**src/rtl/pc_sequencer.sv**
```systemverilog
// pc_sequencer
// Holds the fetch PC and advances it by PC_STEP on every unstalled RUN cycle.
// A jump request from the jump-target mini ALU is accepted through a
// JMP_REQ/JMP_ACK handshake. An accepted jump loads the target, captures the
// link address and then holds a fixed-length pipeline flush. A misaligned
// target puts the block into a sticky fault state that only reset clears.
//
// Ports:
//   clk         in   rising-edge clock
//   rst_n       in   asynchronous active-low reset
//   STALL       in   holds the PC in RUN; has no effect on an active flush
//   JMP_REQ     in   jump request, held high by the requester until JMP_ACK
//   JMP_TARGET  in   32-bit jump target from the mini ALU
//   PC          out  current fetch address (registered)
//   PC_VALID    out  PC is a valid fetch address (state is RUN)
//   JMP_ACK     out  one-cycle pulse when a jump is accepted
//   RET_ADDR    out  old PC + PC_STEP, captured when a jump is accepted
//   FLUSH       out  high for the whole flush window
//   MISALIGN    out  sticky misaligned-target fault
//
// State   | meaning
// --------+--------------------------------------------------------------
// RUN     | PC steps or holds on STALL; jump requests are evaluated
// FLUSH   | PC held for FLUSH_CYCLES cycles after a taken jump
// FAULT   | misaligned target seen; everything frozen until reset

module pc_sequencer #(
    parameter logic [31:0] RESET_PC     = 32'h0000_0000,
    parameter logic [31:0] PC_STEP      = 32'd4,
    // Legal range 1..15; the flush counter is 4 bits wide.
    parameter int unsigned FLUSH_CYCLES = 2
) (
    input  logic        clk,
    input  logic        rst_n,
    input  logic        STALL,
    input  logic        JMP_REQ,
    input  logic [31:0] JMP_TARGET,
    output logic [31:0] PC,
    output logic        PC_VALID,
    output logic        JMP_ACK,
    output logic [31:0] RET_ADDR,
    output logic        FLUSH,
    output logic        MISALIGN
);

    typedef enum logic [1:0] {
        ST_RUN   = 2'd0,
        ST_FLUSH = 2'd1,
        ST_FAULT = 2'd2
    } state_t;

    // The counter is loaded with FLUSH_CYCLES-1 and the window ends on the
    // cycle it reads zero, which gives exactly FLUSH_CYCLES flush cycles.
    localparam logic [3:0] FLUSH_INIT = 4'(FLUSH_CYCLES - 1);

    state_t      state_q,    state_d;
    logic [31:0] pc_q,       pc_d;
    logic [31:0] ret_addr_q, ret_addr_d;
    logic        jmp_ack_q,  jmp_ack_d;
    logic        misalign_q, misalign_d;
    logic [3:0]  cnt_q,      cnt_d;

    always_ff @(posedge clk or negedge rst_n) begin
        if (!rst_n) begin
            state_q    <= ST_RUN;
            pc_q       <= RESET_PC;
            ret_addr_q <= 32'h0000_0000;
            jmp_ack_q  <= 1'b0;
            misalign_q <= 1'b0;
            cnt_q      <= 4'd0;
        end else begin
            state_q    <= state_d;
            pc_q       <= pc_d;
            ret_addr_q <= ret_addr_d;
            jmp_ack_q  <= jmp_ack_d;
            misalign_q <= misalign_d;
            cnt_q      <= cnt_d;
        end
    end

    always_comb begin
        state_d    = state_q;
        pc_d       = pc_q;
        ret_addr_d = ret_addr_q;
        jmp_ack_d  = 1'b0;
        misalign_d = misalign_q;
        cnt_d      = cnt_q;

        case (state_q)
            ST_RUN: begin
                // STALL takes priority: a pending request simply waits.
                if (!STALL) begin
                    if (JMP_REQ) begin
                        if (JMP_TARGET[1:0] == 2'b00) begin
                            pc_d       = JMP_TARGET;
                            ret_addr_d = pc_q + PC_STEP;
                            jmp_ack_d  = 1'b1;
                            cnt_d      = FLUSH_INIT;
                            state_d    = ST_FLUSH;
                        end else begin
                            misalign_d = 1'b1;
                            state_d    = ST_FAULT;
                        end
                    end else begin
                        pc_d = pc_q + PC_STEP;
                    end
                end
            end
            ST_FLUSH: begin
                if (cnt_q == 4'd0) begin
                    state_d = ST_RUN;
                end else begin
                    cnt_d = cnt_q - 4'd1;
                end
            end
            ST_FAULT: begin
            end
            default: begin
                state_d = ST_RUN;
            end
        endcase
    end

    assign PC       = pc_q;
    assign RET_ADDR = ret_addr_q;
    assign JMP_ACK  = jmp_ack_q;
    assign MISALIGN = misalign_q;
    assign PC_VALID = (state_q == ST_RUN);
    assign FLUSH    = (state_q == ST_FLUSH);

endmodule

```
**config.mk**
```make
export PLATFORM = sky130hd
export DESIGN_NAME = pc_sequencer
export DESIGN_NICKNAME = d
export VERILOG_FILES = /design/src/rtl/pc_sequencer.sv
export SDC_FILE = /design/constraint.sdc
export NUM_CORES = 1
export LEC_CHECK = 0
export CAP_MARGIN = 20
export CORE_UTILIZATION = 49
export DETAILED_ROUTE_END_ITERATION = 7
export PLACE_DENSITY = 0.92
export SYNTH_ARGS = -nofsm -noshare
export SYNTH_HDL_FRONTEND = slang
export SYNTH_SLANG_ARGS = --single-unit
```
**constraint.sdc**
```tcl
create_clock -name clk -period 2.9 [get_ports clk]
set_input_delay 0.725 -clock clk [delete_from_list [all_inputs] [get_ports clk]]
set_output_delay 0.725 -clock clk [all_outputs]
set_load 0.01 [all_outputs]
```
==> flow_metrics.env, run 1 <==
export IMPL_status="complete, no violations"
export IMPL_portBuffers=103
export IMPL_final_min_clock_period_ns=2.39
export IMPL_antenna_left=0
export IMPL_final_cells=621
export IMPL_yosys_most_used_dff="dfrtp_1"
export IMPL_core_area_sq_um=7410
export IMPL_p_comb_frac=0.430
export IMPL_drc_errors=0
export IMPL_initial_utilization=0.519
export IMPL_cts_buffers=9
export IMPL_htreeDepth=3
export IMPL_async_flop_share=1.00
export IMPL_vias_per_cell=5.75
export IMPL_pwr_share_clk=0.159
export IMPL_fin_nets=555
export IMPL_setup_viol=0
export IMPL_yosysSeqAreaShare=0.469
export IMPL_synth_cell_types=50
export IMPL_path_max_fanout=7
export IMPL_die_height_microns=90.6
export IMPL_ctsRootBufferMaster="clkbuf_8"
export IMPL_worstSetupStartpoint="PC[2]"
export IMPL_switching_power_uw=1760
export IMPL_vdd_ir_drop_max_uv=419
export IMPL_via_count=3570
export IMPL_hold_buffers=0
export IMPL_endpoint_kind="register"
export IMPL_routed_wl_mm=9.93
export IMPL_clk_latency_ns=0.34
export IMPL_clock_sinks=72
export IMPL_reg2regPathDepth=6
export IMPL_slew_viol_final=0
export IMPL_worst_ep_arrival_time_ns=2.61
export IMPL_hold_viol=0
export IMPL_synth_enable_flop_cells=0
export IMPL_powerDensity_nw_per_um2=913
export IMPL_synth_area_top_cells="dfrtp_1 (47%), nand2_1 (6.5%), o21ai_0 (5.7%), xnor2_1 (4.6%), nor2_1 (2.8%)"
export IMPL_setup_tns_ns=0
export IMPL_grt_pass1_wl_mm=16.3
export IMPL_synth_area_sq_um=3840
export IMPL_gr_usage_all_layers=0.250
export IMPL_worstReg2RegStart="PC[2]"
export IMPL_detail_route_iter0_violations=343
export IMPL_grt_max_degree=73
export IMPL_gp_congestion=0.849
export IMPL_hold_depth=1
export IMPL_place_hpwl_mm=7.03
export IMPL_drt_first_pass_iters=5
export IMPL_grt_ovfl_total=0
export IMPL_syn_nets=462
export IMPL_yosys_cell_count_top_type="dfrtp_1"
export IMPL_timing_final_ws_setup_ns=0.514
export IMPL_max_freq_mhz=419
export IMPL_wl_per_cell_microns=16.0
export IMPL_dp_cells=605
export IMPL_num_rows=31
export IMPL_ioPinCount=104
export IMPL_synth_top_area_cell="dfrtp_1"
export IMPL_design_area_sq_um=5110
export IMPL_cts_tree="yes"
export IMPL_cts_clk_slew_worst_paths_ns=0.07
export IMPL_ys_warn_count=0
export IMPL_diodes=0
export IMPL_antenna_found_initial=0
export IMPL_dpl_instance_area_sq_um=4930
export IMPL_finalCritPeriodShare=0.823
export IMPL_layout_drive_gt1_share=0.0766
export IMPL_die_area_sq_um=8200
export IMPL_cts_setup_buffers=0
export IMPL_max_slew_margin_rel=0.399
export IMPL_swShare=0.377
export IMPL_p_seq_frac=0.411
export IMPL_pre_cts_ws_ns=0.415
export IMPL_min_path_type="reg -> reg"
export IMPL_skew_ns=0.00865
export IMPL_synth_top_area_frac=0.469
export IMPL_cap_violations=0
export IMPL_syn_avg_cell_area_sq_um=9.07
export IMPL_min_delay_start="MISALIGN"
export IMPL_synth_common_cells="dfrtp_1 (72), nand2_1 (67), o21ai_0 (44), nor2_1 (29), clkbuf_1 (23)"
export IMPL_ctsResizeCount=0
export IMPL_cts_buffer_depth=2
export IMPL_start_kind="register"
export IMPL_worstPathRequired_ns=3.12
export IMPL_dieWidth_microns=90.6
export IMPL_intPower_uw=2910
export IMPL_grt_pass1_vias=3406
export IMPL_crit_type="reg -> reg"
export IMPL_synth_seq_cells=72
export IMPL_leakagePower_uw=0.00211
export IMPL_rsz0062_at_grt="false"
export IMPL_syn_inst=424
export IMPL_area_growth_pct=33.0
export IMPL_tightest_slew_ns=0.901
-- worst max-delay path: stages, from the launching register on --
cell,delay [ns]
dfrtp_1,0.46
ha_1,0.32
nand4_2,0.22
or3_1,0.59
nor4_4,0.37
mux2i_1,0.22
nand3_1,0.08
-- path summary, 6_finish.rpt --
kind	to	slack [ns]
setup / recovery	PC[26]	0.51
hold / removal	MISALIGN	0.47
setup reg to reg	PC[26]	0.51
hold reg to reg	MISALIGN	0.47
max in group asynchronous	PC[31]	1.80
min in group asynchronous	RET_ADDR[21]	0.50
-- cell usage in the layout (no fill, tap or decap), types with 9 or more instances in the layout --
cell	instances
nand2_1	66
xor2_1	10
dfrtp_1	72
a21oi_1	19
o21ai_0	44
clkdlybuf4s50_1	101
nand3_1	12
nor3_1	12
clkbuf_8	12
xnor2_1	20
nor2_1	29
buf_4	9
-- flip-flops by register name (all words and copies together) (netlist names) --
signal	cells
cnt_q	4
MISALIGN	1
state_q	2
RET_ADDR	32
PC	32
JMP_ACK	1
-- cell type report --
class,instances,area (sq um)
fillers,556,2300
multi-input cells,313,1880
flip-flops and latches,72,1800
repair buffers,111,1080
clock buffers,13,169
well taps,99,124
inverters,10,37.5
clock inverters,3,15.0
-- cell families after synthesis --
kind of cell / synth area share
xor gates and xnor gates: 0.0684
and+or+nand+nor: 0.215
DFF: 0.469
buffers and inverters: 0.0423
adders and majority gates: 0.00651
muxes: 0.0182
AOI/OAI and AO/OA: 0.181
-- layer usage --
metal	share of wire	global-route usage	wire length, microns	vias to the layer above
met1	0.43	0.345	4260	1688
met2	0.47	0.376	4640	178
li1	-	-	-	1678
met4	0.032	0.137	319	0
met3	0.071	0.0379	707	26
met5	0	0	0	-
-- power groups by stage --
stage,combinational [uW],clock [uW],sequential [uW]
after floorplan,876,0,1970
after global placement,1950,0,1890
after detailed placement,2000,0,1920
after CTS,2020,752,1910
after global routing,2180,790,1990
final,2010,744,1920
-- through the flow --
step           utilization  total power, uW  hold WS (ns)
4_1_cts              0.690             4680         0.470
3_5_place_dp         0.665             3930         0.447
3_3_place_gp         0.665             3840         0.451
2_1_floorplan            -             2840         0.429
5_1_grt              0.690             4960         0.497
6_report             0.690             4670         0.466
Note: power is estimated with default switching activity, not from simulation.
==> inputs of run 2 (changes only) <==
- CORE_UTILIZATION: 49 -> 44
- PLACE_DENSITY: 0.92 -> 0.88
- clock period: 2.9 -> 1.95 ns (I/O delays scaled with it)
==> flow_metrics.env, run 2 (same netlist as run 1, synthesis figures left out) <==
export IMPL_finalCritPeriodShare=1.01
export IMPL_violations="negative setup slack"
export IMPL_hold_viol=0
export IMPL_leakagePower_uw=0.00238
export IMPL_power_uw=7390
export IMPL_cts_buffers=9
export IMPL_final_fill_count=647
export IMPL_worstSetupStartpoint="PC[2]"
export IMPL_via_count=3726
export IMPL_clock_sinks=72
export IMPL_multi_input_area_sq_um=1920
export IMPL_layout_drive_gt1_share=0.168
export IMPL_setup_tns_ns=-0.0222
export IMPL_timing_critical_path_buf_inv=0
export IMPL_wl_per_cell_microns=16.1
export IMPL_regArea_sq_um=1820
export IMPL_dieWidth_microns=95.5
export IMPL_antenna_left=0
export IMPL_timing_final_ws_setup_ns=-0.0222
export IMPL_cts_buffer_depth=2
export IMPL_grt_pass1_wl_mm=16.9
export IMPL_grt_ovfl_total=0
export IMPL_dpl_instance_area_sq_um=5230
export IMPL_slew_viol_final=0
export IMPL_clk_latency_ns=0.35
export IMPL_path_max_fanout=6
export IMPL_max_slew_margin_rel=0.714
export IMPL_vias_per_cell=5.56
export IMPL_portBuffers=103
export IMPL_num_rows=33
export IMPL_vdd_ir_drop_max_uv=451
export IMPL_slowest_delay_ns=0.45
export IMPL_core_area_sq_um=8340
export IMPL_final_common_cell="clkdlybuf4s50_1"
export IMPL_cpLargestDelayFamily="simple AND/OR/NAND/NOR gates"
export IMPL_initial_utilization=0.461
export IMPL_max_freq_mhz=507
export IMPL_design_area_sq_um=5540
export IMPL_htreeDepth=3
export IMPL_powerDensity_nw_per_um2=1330
export IMPL_tightest_slew_ns=0.426
export IMPL_setup_viol=1
export IMPL_cts_tree="yes"
export IMPL_cap_violations=0
export IMPL_worstReg2RegStart="PC[2]"
export IMPL_fin_nets=599
export IMPL_die_area_sq_um=9110
export IMPL_gp_congestion=0.827
export IMPL_crit_chain="ha_4 > nand4_4 > or3_4 > nor4_4 > mux2i_1 > nand3_1"
export IMPL_rsz0062_at_grt="true"
export IMPL_ctsRootBufferMaster="clkbuf_8"
export IMPL_drc_errors=0
export IMPL_pre_cts_ws_ns=-0.155
export IMPL_drt_first_pass_iters=4
export IMPL_worstPathRequired_ns=2.18
export IMPL_antenna_found_initial=0
export IMPL_endpoint_kind="register"
export IMPL_cts_clk_slew_worst_paths_ns=0.08
export IMPL_critical_path_slowest_cell="or3_4"
export IMPL_grt_pass1_vias=3437
export IMPL_crit_type="reg -> reg"
export IMPL_routed_wl_mm=10.8
export IMPL_start_kind="register"
export IMPL_worst_ep_arrival_time_ns=2.20
export IMPL_detail_route_iter0_violations=309
export IMPL_min_path_type="in -> async"
export IMPL_final_min_clock_period_ns=1.97
export IMPL_grt_max_degree=44
export IMPL_area_growth_pct=44.0
export IMPL_place_hpwl_mm=7.56
export IMPL_ioPinCount=104
export IMPL_skew_ns=0.00879
export IMPL_gr_usage_all_layers=0.243
export IMPL_die_height_microns=95.5
export IMPL_final_cell_mix="clkdlybuf4s50_1 (94), nand2_1 (66), dfrtp_1 (61)"
export IMPL_diodes=0
export IMPL_status="complete, but fails checks"
## run 2: final timing paths
kind	end	slack, ns	depth (start not counted)
min	RET_ADDR[21]	0.47	2
min reg2reg	RET_ADDR[3]	0.47	2
max	PC[26]	-0.02	6
max reg2reg	PC[26]	-0.02	6
max in group asynchronous	PC[30]	0.91	3
min in group clk	RET_ADDR[3]	0.47	2
## run 2: area by class of cell
| cell class | count | area share |
|---|---|---|
| multi-input cells | 313 | 0.347 |
| flip-flops and latches | 72 | 0.328 |
| repair buffers | 155 | 0.264 |
| clock buffers | 14 | 0.0294 |
| well taps | 105 | 0.0237 |
| inverters | 10 | 0.00678 |
| clock inverters | 1 | 0.000904 |
## run 2: timing repair
action | 4_1_cts | 5_1_grt
endpoints found under the hold margin | 1 | 0
hold buffers | 1 | 0
pin swaps | 0 | 7
setup buffers | 2 | 9
setup endpoints to repair | 16 | 23
resized for setup | 4 | 17
## run 2: report_power, final
| group | leakage, uW | internal, uW | total (uW) | switching, uW |
|---|---|---|---|---|
| logic | 0.00144 | 2010 | 3670 | 1660 |
| clock network | 0.0000865 | 525 | 1060 | 535 |
| registers | 0.000853 | 2120 | 2660 | 537 |
| total | 0.00238 | 4650 | 7390 | 2730 |
## run 2: per-layer routing
metal | track usage | share of wire | vias to the layer above
met2 | 0.381 | 0.49 | 166
met3 | 0.0582 | 0.078 | 26
met4 | 0.0709 | 0.023 | 0
met1 | 0.335 | 0.41 | 1776
met5 | 0 | 0 | -
li1 | - | - | 1758
## run 2: per-stage QoR
| stage | hold WS [ns] | utilization | std cells |
|---|---|---|---|
| 3_3_place_gp | 0.285 | 0.627 | 643 |
| 6_report | 0.469 | 0.664 | 670 |
| 5_1_grt | 0.474 | 0.664 | 670 |
| 2_1_floorplan | 0.192 | - | 424 |
| 3_5_place_dp | 0.285 | 0.627 | 643 |
| 4_1_cts | 0.464 | 0.650 | 661 |
